<file path="src/rtl/misc_mem_pkg.sv">
// Shared constants and types for the MISC 16-bit core data RAM and its dump reader.
package misc_mem_pkg;

    localparam int unsigned ADDR_W = 8;
    localparam int unsigned DATA_W = 16;
    localparam int unsigned DEPTH  = 256;

    localparam logic [DATA_W-1:0] EXP_INIT_VAL = '0;

    typedef enum logic [1:0] {
        StIdle,
        StRun,
        StDrain,
        StDone
    } dump_state_e;

    typedef struct packed {
        logic [ADDR_W-1:0] addr;
        logic [DATA_W-1:0] data;
    } dump_word_t;

endpackage

</file>
<file path="src/rtl/ram_dump_reader_if.sv">
// RAM read port plus valid/ready output stream of the dump reader.
interface ram_dump_reader_if;
    import misc_mem_pkg::*;

    logic              mem_rd_en;
    logic [ADDR_W-1:0] mem_addr;
    logic [DATA_W-1:0] mem_rd_data;
    logic              out_valid;
    logic              out_ready;
    logic [ADDR_W-1:0] out_addr;
    logic [DATA_W-1:0] out_data;

    modport master (
        output mem_rd_en, mem_addr,
        input  mem_rd_data,
        output out_valid, out_addr, out_data,
        input  out_ready
    );

    modport slave (
        input  mem_rd_en, mem_addr,
        output mem_rd_data,
        input  out_valid, out_addr, out_data,
        output out_ready
    );

endinterface

</file>
<file path="src/rtl/dump_skid_fifo.sv">
// 2-entry FIFO holding captured {addr, data} words; push and pop may coincide.
module dump_skid_fifo #(
    parameter int unsigned Width = 24
) (
    input  logic             clk,
    input  logic             rst,
    input  logic             push_i,
    input  logic [Width-1:0] push_data_i,
    input  logic             pop_i,
    output logic [Width-1:0] head_o,
    output logic             valid_o,
    output logic [1:0]       count_o
);
    logic [Width-1:0] mem_q [2];
    logic [Width-1:0] mem_d [2];
    logic             wr_ptr_q, wr_ptr_d;
    logic             rd_ptr_q, rd_ptr_d;
    logic [1:0]       count_q, count_d;

    always_comb begin
        mem_d    = mem_q;
        wr_ptr_d = wr_ptr_q ^ push_i;
        rd_ptr_d = rd_ptr_q ^ pop_i;
        count_d  = count_q + {1'b0, push_i} - {1'b0, pop_i};
        if (push_i) begin
            mem_d[wr_ptr_q] = push_data_i;
        end
    end

    always_ff @(posedge clk or posedge rst) begin
        if (rst) begin
            mem_q[0] <= '0;
            mem_q[1] <= '0;
            wr_ptr_q <= 1'b0;
            rd_ptr_q <= 1'b0;
            count_q  <= 2'd0;
        end else begin
            mem_q    <= mem_d;
            wr_ptr_q <= wr_ptr_d;
            rd_ptr_q <= rd_ptr_d;
            count_q  <= count_d;
        end
    end

    assign head_o  = mem_q[rd_ptr_q];
    assign valid_o = (count_q != 2'd0);
    assign count_o = count_q;

endmodule

</file>
<file path="src/rtl/ram_dump_reader.sv">
// Walks the whole data RAM and streams {addr, data} pairs out through a 2-entry buffer.
// Build option RAM_DUMP_CHECK_EN adds a compare against the initialisation value.
module ram_dump_reader
    import misc_mem_pkg::*;
(
    input  logic              clk,
    input  logic              rst,
    input  logic              start,
    output logic              busy,
    output logic              done,
    output logic              err,
    output logic [ADDR_W-1:0] err_addr,
    ram_dump_reader_if.master bus
);
    dump_state_e       state_q, state_d;
    logic              busy_q, busy_d;
    logic              done_q, done_d;
    logic [ADDR_W-1:0] addr_q, addr_d;
    logic              pend_q, pend_d;
    logic [ADDR_W-1:0] pend_addr_q, pend_addr_d;
    logic              rd_en, pop;
    logic [1:0]        fifo_count;
    logic              fifo_valid;
    logic [2:0]        occ_sum;
    dump_word_t        head, push_word;

    // Room check counts buffered words plus the read whose data is on the bus now.
    assign pop       = fifo_valid & bus.out_ready;
    assign occ_sum   = {1'b0, fifo_count} + {2'b0, pend_q} - {2'b0, pop};
    assign rd_en     = (state_q == StRun) && (occ_sum < 3'd2);
    assign push_word = '{addr: pend_addr_q, data: bus.mem_rd_data};

    always_comb begin
        state_d     = state_q;
        busy_d      = busy_q;
        done_d      = 1'b0;
        addr_d      = addr_q;
        pend_d      = rd_en;
        pend_addr_d = addr_q;
        unique case (state_q)
            StIdle: begin
                if (start) begin
                    state_d = StRun;
                    busy_d  = 1'b1;
                    addr_d  = '0;
                end
            end
            StRun: begin
                if (rd_en) begin
                    if (addr_q == ADDR_W'(DEPTH - 1)) begin
                        state_d = StDrain;
                    end else begin
                        addr_d = addr_q + 1'b1;
                    end
                end
            end
            StDrain: begin
                if (fifo_count == 2'd0 && !pend_q) begin
                    state_d = StDone;
                    busy_d  = 1'b0;
                    done_d  = 1'b1;
                end
            end
            StDone: state_d = StIdle;
            default: state_d = StIdle;
        endcase
    end

    always_ff @(posedge clk or posedge rst) begin
        if (rst) begin
            state_q     <= StIdle;
            busy_q      <= 1'b0;
            done_q      <= 1'b0;
            addr_q      <= '0;
            pend_q      <= 1'b0;
            pend_addr_q <= '0;
        end else begin
            state_q     <= state_d;
            busy_q      <= busy_d;
            done_q      <= done_d;
            addr_q      <= addr_d;
            pend_q      <= pend_d;
            pend_addr_q <= pend_addr_d;
        end
    end

    dump_skid_fifo #(
        .Width($bits(dump_word_t))
    ) u_fifo (
        .clk        (clk),
        .rst        (rst),
        .push_i     (pend_q),
        .push_data_i(push_word),
        .pop_i      (pop),
        .head_o     (head),
        .valid_o    (fifo_valid),
        .count_o    (fifo_count)
    );

`ifdef RAM_DUMP_CHECK_EN
    logic              err_q, err_d;
    logic [ADDR_W-1:0] err_addr_q, err_addr_d;

    // Only the first nonzero capture is recorded; a fresh dump clears the flag.
    always_comb begin
        err_d      = err_q;
        err_addr_d = err_addr_q;
        if (state_q == StIdle && start) begin
            err_d      = 1'b0;
            err_addr_d = '0;
        end else if (pend_q && !err_q && push_word.data != EXP_INIT_VAL) begin
            err_d      = 1'b1;
            err_addr_d = pend_addr_q;
        end
    end

    always_ff @(posedge clk or posedge rst) begin
        if (rst) begin
            err_q      <= 1'b0;
            err_addr_q <= '0;
        end else begin
            err_q      <= err_d;
            err_addr_q <= err_addr_d;
        end
    end

    assign err      = err_q;
    assign err_addr = err_addr_q;
`else
    assign err      = 1'b0;
    assign err_addr = '0;
`endif

    assign busy          = busy_q;
    assign done          = done_q;
    assign bus.mem_rd_en = rd_en;
    assign bus.mem_addr  = addr_q;
    assign bus.out_valid = fifo_valid;
    assign bus.out_addr  = head.addr;
    assign bus.out_data  = head.data;

endmodule

</file>
<file path="src/flat_wrapper.sv">
// flat-port wrapper written by rule: the top's interface ports become plain ports
module ram_dump_reader_flat import misc_mem_pkg::*;
  (clk, rst, start, busy, done, err, err_addr, bus_mem_rd_en, bus_mem_addr, bus_mem_rd_data, bus_out_valid, bus_out_addr, bus_out_data, bus_out_ready);
  ram_dump_reader_if bus_i ();
  input  logic clk;
  input  logic rst;
  input  logic start;
  output logic busy;
  output logic done;
  output logic err;
  output logic [ADDR_W-1:0] err_addr;
  output wire logic [$bits(bus_i.mem_rd_en)-1:0] bus_mem_rd_en;
  output wire logic [$bits(bus_i.mem_addr)-1:0] bus_mem_addr;
  input wire logic [$bits(bus_i.mem_rd_data)-1:0] bus_mem_rd_data;
  output wire logic [$bits(bus_i.out_valid)-1:0] bus_out_valid;
  output wire logic [$bits(bus_i.out_addr)-1:0] bus_out_addr;
  output wire logic [$bits(bus_i.out_data)-1:0] bus_out_data;
  input wire logic [$bits(bus_i.out_ready)-1:0] bus_out_ready;
  assign bus_mem_rd_en = bus_i.mem_rd_en;
  assign bus_mem_addr = bus_i.mem_addr;
  assign bus_i.mem_rd_data = bus_mem_rd_data;
  assign bus_out_valid = bus_i.out_valid;
  assign bus_out_addr = bus_i.out_addr;
  assign bus_out_data = bus_i.out_data;
  assign bus_i.out_ready = bus_out_ready;
  ram_dump_reader u_core (.clk(clk), .rst(rst), .start(start), .busy(busy), .done(done), .err(err), .err_addr(err_addr), .bus(bus_i));
endmodule
</file>
<file path="config.mk">
export PLATFORM = sky130hd
export DESIGN_NAME = ram_dump_reader_flat
export DESIGN_NICKNAME = d
export VERILOG_FILES = /design/src/rtl/misc_mem_pkg.sv /design/src/rtl/ram_dump_reader_if.sv /design/src/rtl/dump_skid_fifo.sv /design/src/rtl/ram_dump_reader.sv /design/src/flat_wrapper.sv
export SDC_FILE = /design/constraint.sdc
export NUM_CORES = 1
export LEC_CHECK = 0
export BUFFER_PORTS_ARGS = -buffer_cell sky130_fd_sc_hd__clkbuf_2
export CAP_MARGIN = 15
export CORE_MARGIN = 5
export CORE_UTILIZATION = 35
export CTS_CLUSTER_DIAMETER = 120
export CTS_CLUSTER_SIZE = 16
export DETAILED_ROUTE_END_ITERATION = 16
export SETUP_SLACK_MARGIN = 0.4
export SYNTH_ARGS = -nofsm -noshare
export SYNTH_HDL_FRONTEND = slang
export SYNTH_SLANG_ARGS = --single-unit
</file>
<file path="constraint.sdc">
create_clock -name clk -period 4.3 [get_ports clk]
set_clock_uncertainty 0.1 [all_clocks]
set_input_delay 0.86 -clock clk [delete_from_list [all_inputs] [get_ports clk]]
set_output_delay 0.86 -clock clk [all_outputs]
set_load 0.01 [all_outputs]
</file>
Word-level counts from Yosys, hierarchy flattened:

Index checks and enable logic that the tools add are counted.

* bits in registers: 73
* logic and storage cells: 66

* add/sub/neg operators: 5
* $lt $le $gt $ge: 4
* eq/ne operators: 9
* multiplexer cells: 20
* bitwise operators: 5
* reduce and logical (&&, ||, !) cells: 12

Operators with widths (count)
* $mux W24: 4
* $bwmux W48: 1
* $demux W24 S1: 1
* $mux W8: 3
* $pmux W8 S2: 1
* $add A8 B1 Y8 const B: 1
* $eq A8 B8 Y1 const B: 1
* $mux W2: 4
* $pmux W2 S4: 1
* $reduce_and A4 Y1: 2
* $ne A2 B2 Y1 const B: 3
* $reduce_bool A2 Y1: 3
* $eq A2 B2 Y1 const B: 2
* $ge A2 B2 Y1 const B: 2
* $logic_not A2 Y1: 2
* $mux W1: 4
* $ne A2 B1 Y1 const B: 2
* $not A1 Y2: 2
* $add A2 B1 Y3: 1
* $logic_and A1 B1 Y1: 3
* $lt A3 B2 Y1 const B: 1
* $reduce_and A3 Y1: 1
* $sub A3 B1 Y3: 1
* $add A2 B1 Y2: 1
* 7 further kinds: 8

Longest topological paths before layout:

Gate-level depths: netlist (run 1).

* depth in word-level cells: 7
* gate-level depth with buffers: 10

By module:

A second synthesis (run 1) with hierarchy kept.

* cell total of the unflattened synthesis: 254
* area total of the unflattened synthesis: 3708.6 um2

Modules (own cells, without submodules)
* dump_skid_fifo: instances 1, cells an instance 145, area each 2595.0 um2, sequential area each 1301.2 um2
* ram_dump_reader: instances 1, cells an instance 109, area each 1113.6 um2, sequential area each 525.5 um2

Least setup slack after synthesis (run 1):

Ideal clock, no wire load.

* path type: input port to output port
* start point: in bus_out_ready
* end point: out bus_mem_rd_en
* arrival time: 2354 ps
* data required time: 3340 ps
* setup slack: 986 ps
* stages: 7
* path through: and2_1 > ha_1 > inv_1 > ha_1 > fa_1 > xnor2_1 > nor3_1

* longest elaborated chain between the ends: 4

Ends and longest elaborated chain
* start: declaration: RTL line flat_wrapper.sv:18 `input wire logic [$bits(bus_i.out_ready)-1:0] bus_out_ready;`
* $and A1 B1 Y1: RTL line ram_dump_reader.sv:28 `assign pop = fifo_valid & bus.out_ready;`
* $sub A3 B1 Y3: RTL line ram_dump_reader.sv:29 `assign occ_sum = {1'b0, fifo_count} + {2'b0, pend_q} - {2'b0, pop};`
* $lt A3 B2 Y1: RTL line ram_dump_reader.sv:30 `assign rd_en = (state_q == StRun) && (occ_sum < 3'd2);`
* $logic_and A1 B1 Y1: RTL line ram_dump_reader.sv:30
* end: declaration: RTL line flat_wrapper.sv:12 `output wire logic [$bits(bus_i.mem_rd_en)-1:0] bus_mem_rd_en;`

Every way passes these cells.

Worst setup path in the final report (run 1):

* start point: reg u_core.u_fifo.count_q[1], in the netlist u_core.u_fifo.count_o[1]
* end point: out bus_mem_rd_en

* longest elaborated chain between the ends: 5
* elaborated cells between the ends (all ways): 6

Ends and longest elaborated chain
* start: declaration: RTL line dump_skid_fifo.sv:18 `logic [1:0] count_q, count_d;`
* start signal: assignment: RTL line dump_skid_fifo.sv:41 `count_q <= count_d;`
* parallel branches: the longest is 2 deep, another holds $add A2 B1 Y3
* $sub A3 B1 Y3 *: RTL line ram_dump_reader.sv:29
* $lt A3 B2 Y1 *: RTL line ram_dump_reader.sv:30
* $logic_and A1 B1 Y1 *: RTL line ram_dump_reader.sv:30

Mark *: on every way between the ends.

==> impl_metrics.env, run 1 <==
export IMPL_drt_iter0_markers=38
export IMPL_ir_drop_v=0.0003120
export IMPL_start_util_pct=35.73
export IMPL_setup_viol=0
export IMPL_yosysWarnings=0
export IMPL_leakage_nw=1.874
export IMPL_boundaryPins=65
export IMPL_power_density_nw_per_um2=679.8
export IMPL_rr_worst_depth=10
export IMPL_synth_area_um2=3302
export IMPL_drv_cap=0
export IMPL_cp_data_required_time_ps=3340
export IMPL_io_buffers=55
export IMPL_core_um2=9240
export IMPL_cp_end_kind="output pin"
export IMPL_timing_setup_tns_ps=0
export IMPL_r2r_start="u_core.u_fifo.count_o[1]"
export IMPL_ctsRootBufferMaster="clkbuf_8"
export IMPL_syn_to_final_growth_pct=16.60
export IMPL_crit_slowest_cell="dfrtp_1"
export IMPL_htree_levels=3
export IMPL_crit_fanout=5
export IMPL_die_area_um2=11480
export IMPL_syn_area_per_cell_um2=13.26
export IMPL_synth_top_cells_by_area="dfrtp_1 (55%), mux2_2 (25%), ha_1 (3.0%), buf_4 (2.0%), inv_1 (1.7%)"
export IMPL_wirelength_um=6214
export IMPL_nNetsFinal=337
export IMPL_synth_top_area_share_pct=55.32
export IMPL_crit_arrival_ps=2740
export IMPL_path_clk_slew_ps=70
export IMPL_drt_pass1_iterations=4
export IMPL_r2r_end="u_core.state_q[1]"
export IMPL_final_hold_viol_count=0
export IMPL_layout_commonest_cell="dfrtp_1"
export IMPL_place_gp_congestion=0.7387
export IMPL_drive_gt1_share_pct=48.24
export IMPL_fin_crit_sh_pct=85.94
export IMPL_rsz0062_at_grt="no"
export IMPL_grt_pass1_wl_um=10760
export IMPL_status="complete, no violations"
export IMPL_ys_types=34
export IMPL_clk_latency_ps=330
export IMPL_drv_slew=0
export IMPL_p_int_mw=1.688
export IMPL_dpl_hpwl_um=4304
export IMPL_cts_sinks=73
export IMPL_startpoint_type="register"
export IMPL_syn_inst=249
export IMPL_criticalPathCategory="reg2out"
export IMPL_placed_area_um2=3690
export IMPL_endpoint="bus_mem_rd_en"
export IMPL_combPwrFrac_pct=41.5
export IMPL_seq_area_frac_synth_pct=55.32
export IMPL_final_cell_mix="dfrtp_1 (73), mux2_2 (72), clkbuf_2 (55)"
export IMPL_cts_tree="yes"
export IMPL_max_freq_ghz=0.2706
export IMPL_yosys_area_top_type="dfrtp_1"
export IMPL_die_h_um=107.1
export IMPL_antenna_found_initial=0
export IMPL_hold_slack_ps=389.1
export IMPL_swShare_pct=35.49
export IMPL_ant_nets=0
export IMPL_grt_pass1_vias=2201
export IMPL_synth_seq_cells=73
export IMPL_cp_common_cell="ha_1"
export IMPL_vias_per_cell=4.600
export IMPL_num_vias=2033
export IMPL_power_share_sequential_pct=41.8
export IMPL_cts_buffers_inserted=9
export IMPL_rows=35
export IMPL_wl_per_cell_um=14.06
export IMPL_grt_max_degree=42
export IMPL_power_switching_mw=0.9288
export IMPL_n_antenna_cell=0
export IMPL_drc=0
export IMPL_slew_headroom_pct=24.71
export IMPL_dieWidth_um=107.1
export IMPL_fin_crit_ps=3696
export IMPL_ctsHoldBuffers=0
export IMPL_clk_path_buf_depth=2
export IMPL_track_usage_pct=11.86
export IMPL_cpPeakStageDelay_ps=430
export IMPL_design_area_um2=3850
export IMPL_p_clk_share_pct=16.7
export IMPL_path_cells="or2_2 -> and2_1 -> ha_1 -> inv_1 -> ha_1 -> fa_1 -> xnor2_1 -> nor3_2 -> clkbuf_2"
export IMPL_tightestPinTransition_ps=1129
export IMPL_hold_class="reg2reg"
export IMPL_worst_r2r_setup_slack_ps=1220
export IMPL_crit_start="u_core.u_fifo.count_o[1]"
export IMPL_globalRouteOverflowTotal=0
export IMPL_utilization_pct=41.67
power groups by stage:
stage                     Sequential, mW  Clock (mW)  Combinational (mW)
after detailed placement            1.11           0                1.10
after CTS                           1.10       0.461                1.10
after global placement              1.10           0                1.07
after floorplan                     1.03           0               0.835
final                               1.10       0.436                1.09
after global routing                1.14       0.491                1.21
critical path, delay by kind of cell, from the launching register on:
family	cells	cell delay, ps
DFF	1	430
buffers and inverters	2	210
xor gates and xnor gates	1	190
adders and majority gates	3	870
and+or+nand+nor	3	700
flip-flops by register name (all words and copies together), names as in the netlist:
name,flops
u_core.u_fifo.wr_ptr_q,1
u_core.u_fifo.count_o,2
u_core.busy,1
u_core.state_q,2
u_core.pend_addr_q,8
u_core.pend_q,1
u_core.bus.mem_addr,8
u_core.u_fifo.rd_ptr_q,1
u_core.u_fifo.mem_q,48
u_core.done,1
logic make-up after synthesis:
| logic type | after synthesis | synth area share (%) |
|---|---|---|
| compound gates | 23 | 5.040 |
| xor+xnor | 3 | 0.7959 |
| fa+ha+maj | 9 | 3.638 |
| buf+inv | 34 | 5.002 |
| flops | 73 | 55.32 |
| mux | 73 | 24.86 |
| other cells | 1 | 0.1136 |
| simple gates | 33 | 5.229 |
layer usage:
layer,GRT usage (%),vias up,share of wire (%)
met2,19.39,58,48
met3,4.154,6,6.0
met5,0,-,0
li1,-,969,-
met4,3.014,0,1.0
met1,14.98,1000,45
worst min path at each step:
stage | startpoint | to | cells past startpoint | slack [ps]
floorplan | u_core.pend_addr_q[0] | u_core.u_fifo.mem_q[16] | 1 | 370
global placement | u_core.bus.mem_addr[6] | u_core.pend_addr_q[6] | 0 | 380
detailed placement | u_core.pend_addr_q[2] | u_core.u_fifo.mem_q[18] | 1 | 380
CTS | u_core.pend_addr_q[0] | u_core.u_fifo.mem_q[16] | 1 | 400
global route | u_core.pend_addr_q[4] | u_core.u_fifo.mem_q[20] | 1 | 420
finish | u_core.bus.mem_addr[6] | u_core.pend_addr_q[6] | 0 | 390
final cells by class:
| class | count | area [µm²] |
|---|---|---|
| clock inverter | 4 | 20.02 |
| sequential | 73 | 1827 |
| fill | 887 | 5390 |
| multi-input combinational | 150 | 1345 |
| clock buffer | 12 | 135.1 |
| timing repair buffer | 59 | 305.3 |
| inverter | 15 | 56.30 |
| tap | 129 | 161.4 |
synth_stat cells:
master,n
o41ai_2,1
o211ai_2,1
nand2_1,12
buf_2,3
o211ai_1,1
mux2_2,72
and3_1,1
nand3_2,2
fa_1,1
nand3b_1,1
inv_1,15
clkbuf_1,7
dfrtp_1,73
mux2i_1,1
and2_1,1
xnor2_1,1
conb_1,1
nor3_1,7
nor2_1,1
or3_1,2
o21ai_0,7
o21a_1,2
or2_2,1
xor2_1,2
nor4_1,2
ha_1,8
o22a_1,5
nand3_1,1
a21o_1,1
nand2b_1,1
nand4_1,1
a31o_1,1
a21oi_1,4
buf_4,9
through the flow:
stage          worst slack [ps]  std cells  power, mW
4_1_cts                   482.8        442      2.664
3_3_place_gp              776.6        426      2.174
3_5_place_dp              734.3        426      2.209
5_1_grt                   424.0        442      2.835
6_report                  604.4        442      2.617
2_1_floorplan             985.6        257      1.869
repair_timing:
action / CTS / global route
endpoints found under the setup margin: 0 / 1
buffers inserted: 0 / 0
endpoints found under the hold margin: 0 / 0
resized for setup: 0 / 1
No activity file was read; power rests on OpenSTA's default activity.
==> inputs of run 2 (changes only) <==
ABC_AREA = 1   (was default)
==> impl_metrics.env, run 2 <==
export IMPL_status="complete, no violations"
export IMPL_grt_pass1_wl_um=11630
export IMPL_layout_cells_non_filler=552
export IMPL_ys_flop_type="dfrtp_1"
export IMPL_max_freq_ghz=0.2800
export IMPL_ant_nets=0
export IMPL_timing_setup_tns_ps=0
export IMPL_io_buffers=55
export IMPL_grt_pass1_vias=2522
export IMPL_seq_area_frac_synth_pct=53.58
export IMPL_layout_commonest_cell="nand2_1"
export IMPL_rsz0062_at_grt="no"
export IMPL_synth_seq_cells=73
export IMPL_synth_area_um2=3410
export IMPL_fin_ws_ps=729.0
export IMPL_wirelength_um=6692
export IMPL_n_antenna_cell=0
export IMPL_tightestPinTransition_ps=800.4
export IMPL_core_um2=9639
export IMPL_hold_class="in2async"
export IMPL_dr_wl_met2_um=3182
export IMPL_start_util_pct=35.37
export IMPL_ctsHoldBuffers=0
export IMPL_htree_levels=3
export IMPL_largest_reg_flops=48
export IMPL_fin_crit_ps=3571
export IMPL_yosys_area_top_type="dfrtp_1"
export IMPL_cts_setup_buffers=0
export IMPL_crit_fanout=3
export IMPL_synthArstFlopShare_pct=100.0
export IMPL_ys_types=29
export IMPL_die_area_um2=11820
export IMPL_vias_per_cell=4.370
export IMPL_cts_tree="yes"
export IMPL_largest_register="u_core.u_fifo.mem_q"
export IMPL_ir_drop_v=0.0003857
export IMPL_num_vias=2412
export IMPL_boundaryPins=65
export IMPL_clk_latency_ps=330
export IMPL_ctsRootBufferMaster="clkbuf_8"
export IMPL_synth_top_area_share_pct=53.58
export IMPL_nNetsFinal=443
export IMPL_place_gp_congestion=0.8284
export IMPL_post_place_cells=536
export IMPL_dieWidth_um=108.7
export IMPL_final_cell_mix="nand2_1 (89), dfrtp_1 (73), clkbuf_2 (55)"
export IMPL_track_usage_pct=12.49
export IMPL_cts_resized=0
export IMPL_antenna_found_initial=0
export IMPL_startpoint_type="register"
export IMPL_synth_top_cells_by_area="dfrtp_1 (54%), nand2_1 (9.8%), mux2_2 (7.9%), o21ai_0 (7.5%), inv_1 (4.6%)"
export IMPL_globalRouteOverflowTotal=0
export IMPL_cp_end_kind="output pin"
export IMPL_drive_gt1_share_pct=28.64
export IMPL_synth_edf_count=0
export IMPL_setup_viol=0
export IMPL_power_density_nw_per_um2=657.1
export IMPL_highest_layer="met4"
export IMPL_hold_slack_ps=334.9
export IMPL_cts_buffers_inserted=9
export IMPL_drv_cap=0
export IMPL_wl_met3_um=401
export IMPL_ys_top_cells_by_count="nand2_1 (89), dfrtp_1 (73), o21ai_0 (51), inv_1 (42), mux2_2 (24)"
export IMPL_syn_to_final_growth_pct=16.66
export IMPL_clk_path_buf_depth=2
export IMPL_drc=0
export IMPL_utilization_pct=41.26
export IMPL_syn_inst=358
export IMPL_rows=36
export IMPL_fin_crit_sh_pct=83.05
export IMPL_path_clk_slew_ps=80
export IMPL_drt_pass1_iterations=4
export IMPL_yosysMostFrequentCell="nand2_1"
export IMPL_cts_sinks=73
export IMPL_yosysWarnings=0
export IMPL_crit_arrival_ps=2610
export IMPL_drt_iter0_markers=101
export IMPL_wl_per_cell_um=12.12
export IMPL_die_h_um=108.7
export IMPL_final_hold_viol_count=0
export IMPL_drv_slew=0
export IMPL_place_worst_setup_slack_ps=801.9
export IMPL_grt_max_degree=40
export IMPL_leakage_nw=1.990
export IMPL_drt_met1_wl_um=3076
export IMPL_dpl_hpwl_um=4728
export IMPL_cp_data_required_time_ps=3340
export IMPL_syn_area_per_cell_um2=9.524
export IMPL_criticalPathCategory="reg2out"
export IMPL_slew_headroom_pct=46.64
[run 2: final timing paths]
path,start,slack (ps),depth (start not counted),to
worst min register to register,u_core.pend_addr_q[6],380,2,u_core.u_fifo.mem_q[46]
worst max-delay path,u_core.u_fifo.count_o[1],730,12,bus_mem_rd_en
max in group asynchronous,rst,2980,3,u_core.pend_addr_q[6]
worst min-delay path,rst,330,2,u_core.done
min in group clk,u_core.pend_addr_q[6],380,2,u_core.u_fifo.mem_q[46]
worst max register to register,u_core.u_fifo.count_o[1],1640,15,u_core.bus.mem_addr[6]
[run 2: logic make-up after synthesis]
group                      synth area share [%]
and+or+nand+nor                           16.51
AOI/OAI and AO/OA                         9.211
muxes                                     7.927
other                                    0.1100
adders and majority gates                 3.523
xor gates and xnor gates                 0.2569
buffers and inverters                     8.881
DFF                                       53.58
[run 2: worst max-delay path, cell delays in order (launching register included)]
cell and delay, ps:
dfrtp_1 410, nor2_1 220, inv_1 80, nand2_1 90, inv_1 50, ha_1 260
inv_1 40, ha_1 180, fa_1 460, inv_1 110, nand3_4 100, nor2_1 140
clkbuf_2 150
[run 2: cell type report]
class	instances	area, µm²
Clock inverter	5	55.05
Timing Repair Buffer	60	312.8
Inverter	44	165.2
Sequential cell	73	1827
Tap cell	133	166.4
Multi-Input combinational cell	226	1310
Fill cell	1005	5662
Clock buffer	11	141.4
[run 2: routing by layer]
metal | global-route usage [%] | vias to the layer above
li1 | - | 1222
met1 | 15.41 | 1128
met2 | 21.05 | 58
met3 | 4.559 | 4
met4 | 2.615 | 0
met5 | 0 | -
[run 2: metrics by stage]
stage / total power, mW / area (µm²)
after global placement: 2.086 / 3781
after CTS: 2.674 / 3978
after detailed placement: 2.130 / 3781
after global routing: 2.863 / 3978
after floorplan: 1.822 / 3440
final: 2.614 / 3978
[run 2: where the power goes]
part	internal, mW	switching [mW]	total [mW]
registers	0.906	0.129	1.03
clock network	0.282	0.247	0.529
logic	0.424	0.626	1.05
total	1.61	1.00	2.61
==> inputs of run 3 (changes only) <==
ABC_AREA = 0   (was 1)
clock period = 2.9 ns   (was 4.3 ns; I/O delays follow)
==> impl_metrics.env, run 3 (synthesized netlist as in run 1, its figures left out) <==
export IMPL_hold_class="in2async"
export IMPL_cts_buffers_inserted=9
export IMPL_dpl_hpwl_um=4565
export IMPL_criticalPathCategory="reg2out"
export IMPL_wl_per_cell_um=14.78
export IMPL_drt_iter0_markers=34
export IMPL_fin_ws_ps=-173.9
export IMPL_num_fill_cells=879
export IMPL_path_clk_slew_ps=80
export IMPL_ir_drop_v=0.0007292
export IMPL_r2r_end="u_core.bus.mem_addr[7]"
export IMPL_syn_to_final_growth_pct=28.00
export IMPL_place_gp_congestion=0.8026
export IMPL_rows=35
export IMPL_largest_reg_flops=48
export IMPL_nNetsFinal=355
export IMPL_cts_tree="yes"
export IMPL_leakage_nw=2.031
export IMPL_crit_arrival_ps=2390
export IMPL_io_buffers=55
export IMPL_worst_r2r_setup_slack_ps=-110
export IMPL_rr_worst_depth=13
export IMPL_final_cell_mix="dfrtp_1 (73), mux2_2 (72), clkbuf_2 (54)"
export IMPL_grt_pass1_wl_um=11400
export IMPL_design_area_um2=4227
export IMPL_ctsRootBufferMaster="clkbuf_8"
export IMPL_start_util_pct=35.73
export IMPL_cp_end_kind="output pin"
export IMPL_startpoint_type="register"
export IMPL_die_h_um=107.1
export IMPL_crit_start="u_core.u_fifo.count_o[0]"
export IMPL_core_um2=9240
export IMPL_clk_path_buf_depth=2
export IMPL_vias_per_cell=4.643
export IMPL_largest_register="u_core.u_fifo.mem_q"
export IMPL_clk_latency_ps=340
export IMPL_max_freq_ghz=0.3253
export IMPL_htree_levels=3
export IMPL_ant_nets=0
export IMPL_endpoint="bus_mem_rd_en"
export IMPL_placed_area_um2=3814
export IMPL_fin_crit_ps=3074
export IMPL_n_antenna_cell=0
export IMPL_slew_headroom_pct=44.64
export IMPL_die_area_um2=11480
export IMPL_power_density_nw_per_um2=1112
export IMPL_track_usage_pct=12.60
export IMPL_tightestPinTransition_ps=828.7
export IMPL_r2r_start="u_core.u_fifo.count_o[0]"
export IMPL_globalRouteOverflowTotal=0
export IMPL_boundaryPins=65
export IMPL_utilization_pct=45.74
export IMPL_drv_cap=0
export IMPL_cp_data_required_time_ps=2220
export IMPL_rsz0062_at_grt="yes"
export IMPL_antenna_found_initial=0
export IMPL_status="finished with violations"
export IMPL_crit_fanout=2
export IMPL_drt_pass1_iterations=4
export IMPL_num_vias=2136
export IMPL_wirelength_um=6799
export IMPL_cts_sinks=73
export IMPL_setup_viol=3
export IMPL_layout_commonest_cell="dfrtp_1"
export IMPL_drv_slew=0
export IMPL_violations="negative setup slack"
export IMPL_grt_max_degree=39
export IMPL_fin_crit_sh_pct=106.0
export IMPL_grt_pass1_vias=2284
export IMPL_drive_gt1_share_pct=56.80
export IMPL_drc=0
export IMPL_final_hold_viol_count=0
export IMPL_place_worst_setup_slack_ps=57.52
export IMPL_dieWidth_um=107.1
-- run 3: cell count changes in the layout (fill, tap and decap cells not counted), sizes merged, moves of 5 or more --
cell,previous run,this run
buf,5,22
inv,44,14
mux2,24,72
nand2,97,12
nor2,17,1
nor3,1,7
o21ai,51,7
o22a,0,5
-- run 3: timing repair --
action	CTS	global route
buffers inserted	8	4
resized for setup	14	10
hold buffers	0	0
pin swaps	6	7
cloned	1	0
endpoints found under the setup margin	11	11
-- run 3: metrics by stage --
step                      setup TNS, ps  cells  hold slack, ps  total power, mW
after global routing             -977.7    460           320.5            5.040
after global placement                0    431           360.7            3.424
final                            -302.2    460           278.8            4.698
after detailed placement              0    431           362.9            3.478
after CTS                        -217.7    456           277.7            4.602
after floorplan                       0    257           373.7            2.887
-- run 3: metal layers --
metal	vias to the layer above	part of all wire (%)	global-route usage [%]
met4	0	1.0	3.836
met5	-	0	0
met2	57	50	20.42
li1	1007	-	-
met1	1066	44	16.00
met3	6	4.8	4.094
-- run 3: how the worst min path moves through the flow --
stage | from | end | slack, ps | depth (start not counted)
5_1_grt | rst | u_core.u_fifo.count_o[0] | 320 | 2
3_5_place_dp | u_core.u_fifo.rd_ptr_q | u_core.u_fifo.rd_ptr_q | 360 | 1
2_1_floorplan | u_core.pend_addr_q[0] | u_core.u_fifo.mem_q[16] | 370 | 1
3_3_place_gp | u_core.u_fifo.rd_ptr_q | u_core.u_fifo.rd_ptr_q | 360 | 1
6_report | rst | u_core.state_q[0] | 280 | 2
4_1_cts | rst | u_core.u_fifo.count_o[0] | 280 | 2
-- run 3: where the power goes --
part | switching (mW) | internal (mW) | total, mW
sequential | 0.182 | 1.37 | 1.55
combinational | 1.16 | 1.27 | 2.43
clock | 0.365 | 0.356 | 0.721
-- run 3: cell type report --
| type | instances | area [µm²] | share of cell area [%] |
|---|---|---|---|
| Tap cell | 129 | 161.4 | 3.819 |
| Timing Repair Buffer | 76 | 480.5 | 11.37 |
| Sequential cell | 73 | 1827 | 43.22 |
| Clock buffer | 12 | 155.1 | 3.671 |
| Clock inverter | 4 | 27.53 | 0.6513 |
| Inverter | 15 | 60.06 | 1.421 |
| Multi-Input combinational cell | 151 | 1515 | 35.85 |
-- run 3: critical path, cell delays in order (launching register included) --
cell and delay, ps:
dfrtp_1 380, or2_4 250, and2_4 170, ha_4 250, inv_2 30, ha_4 140
fa_2 360, xnor2_2 170, nor3_4 130, buf_2 160
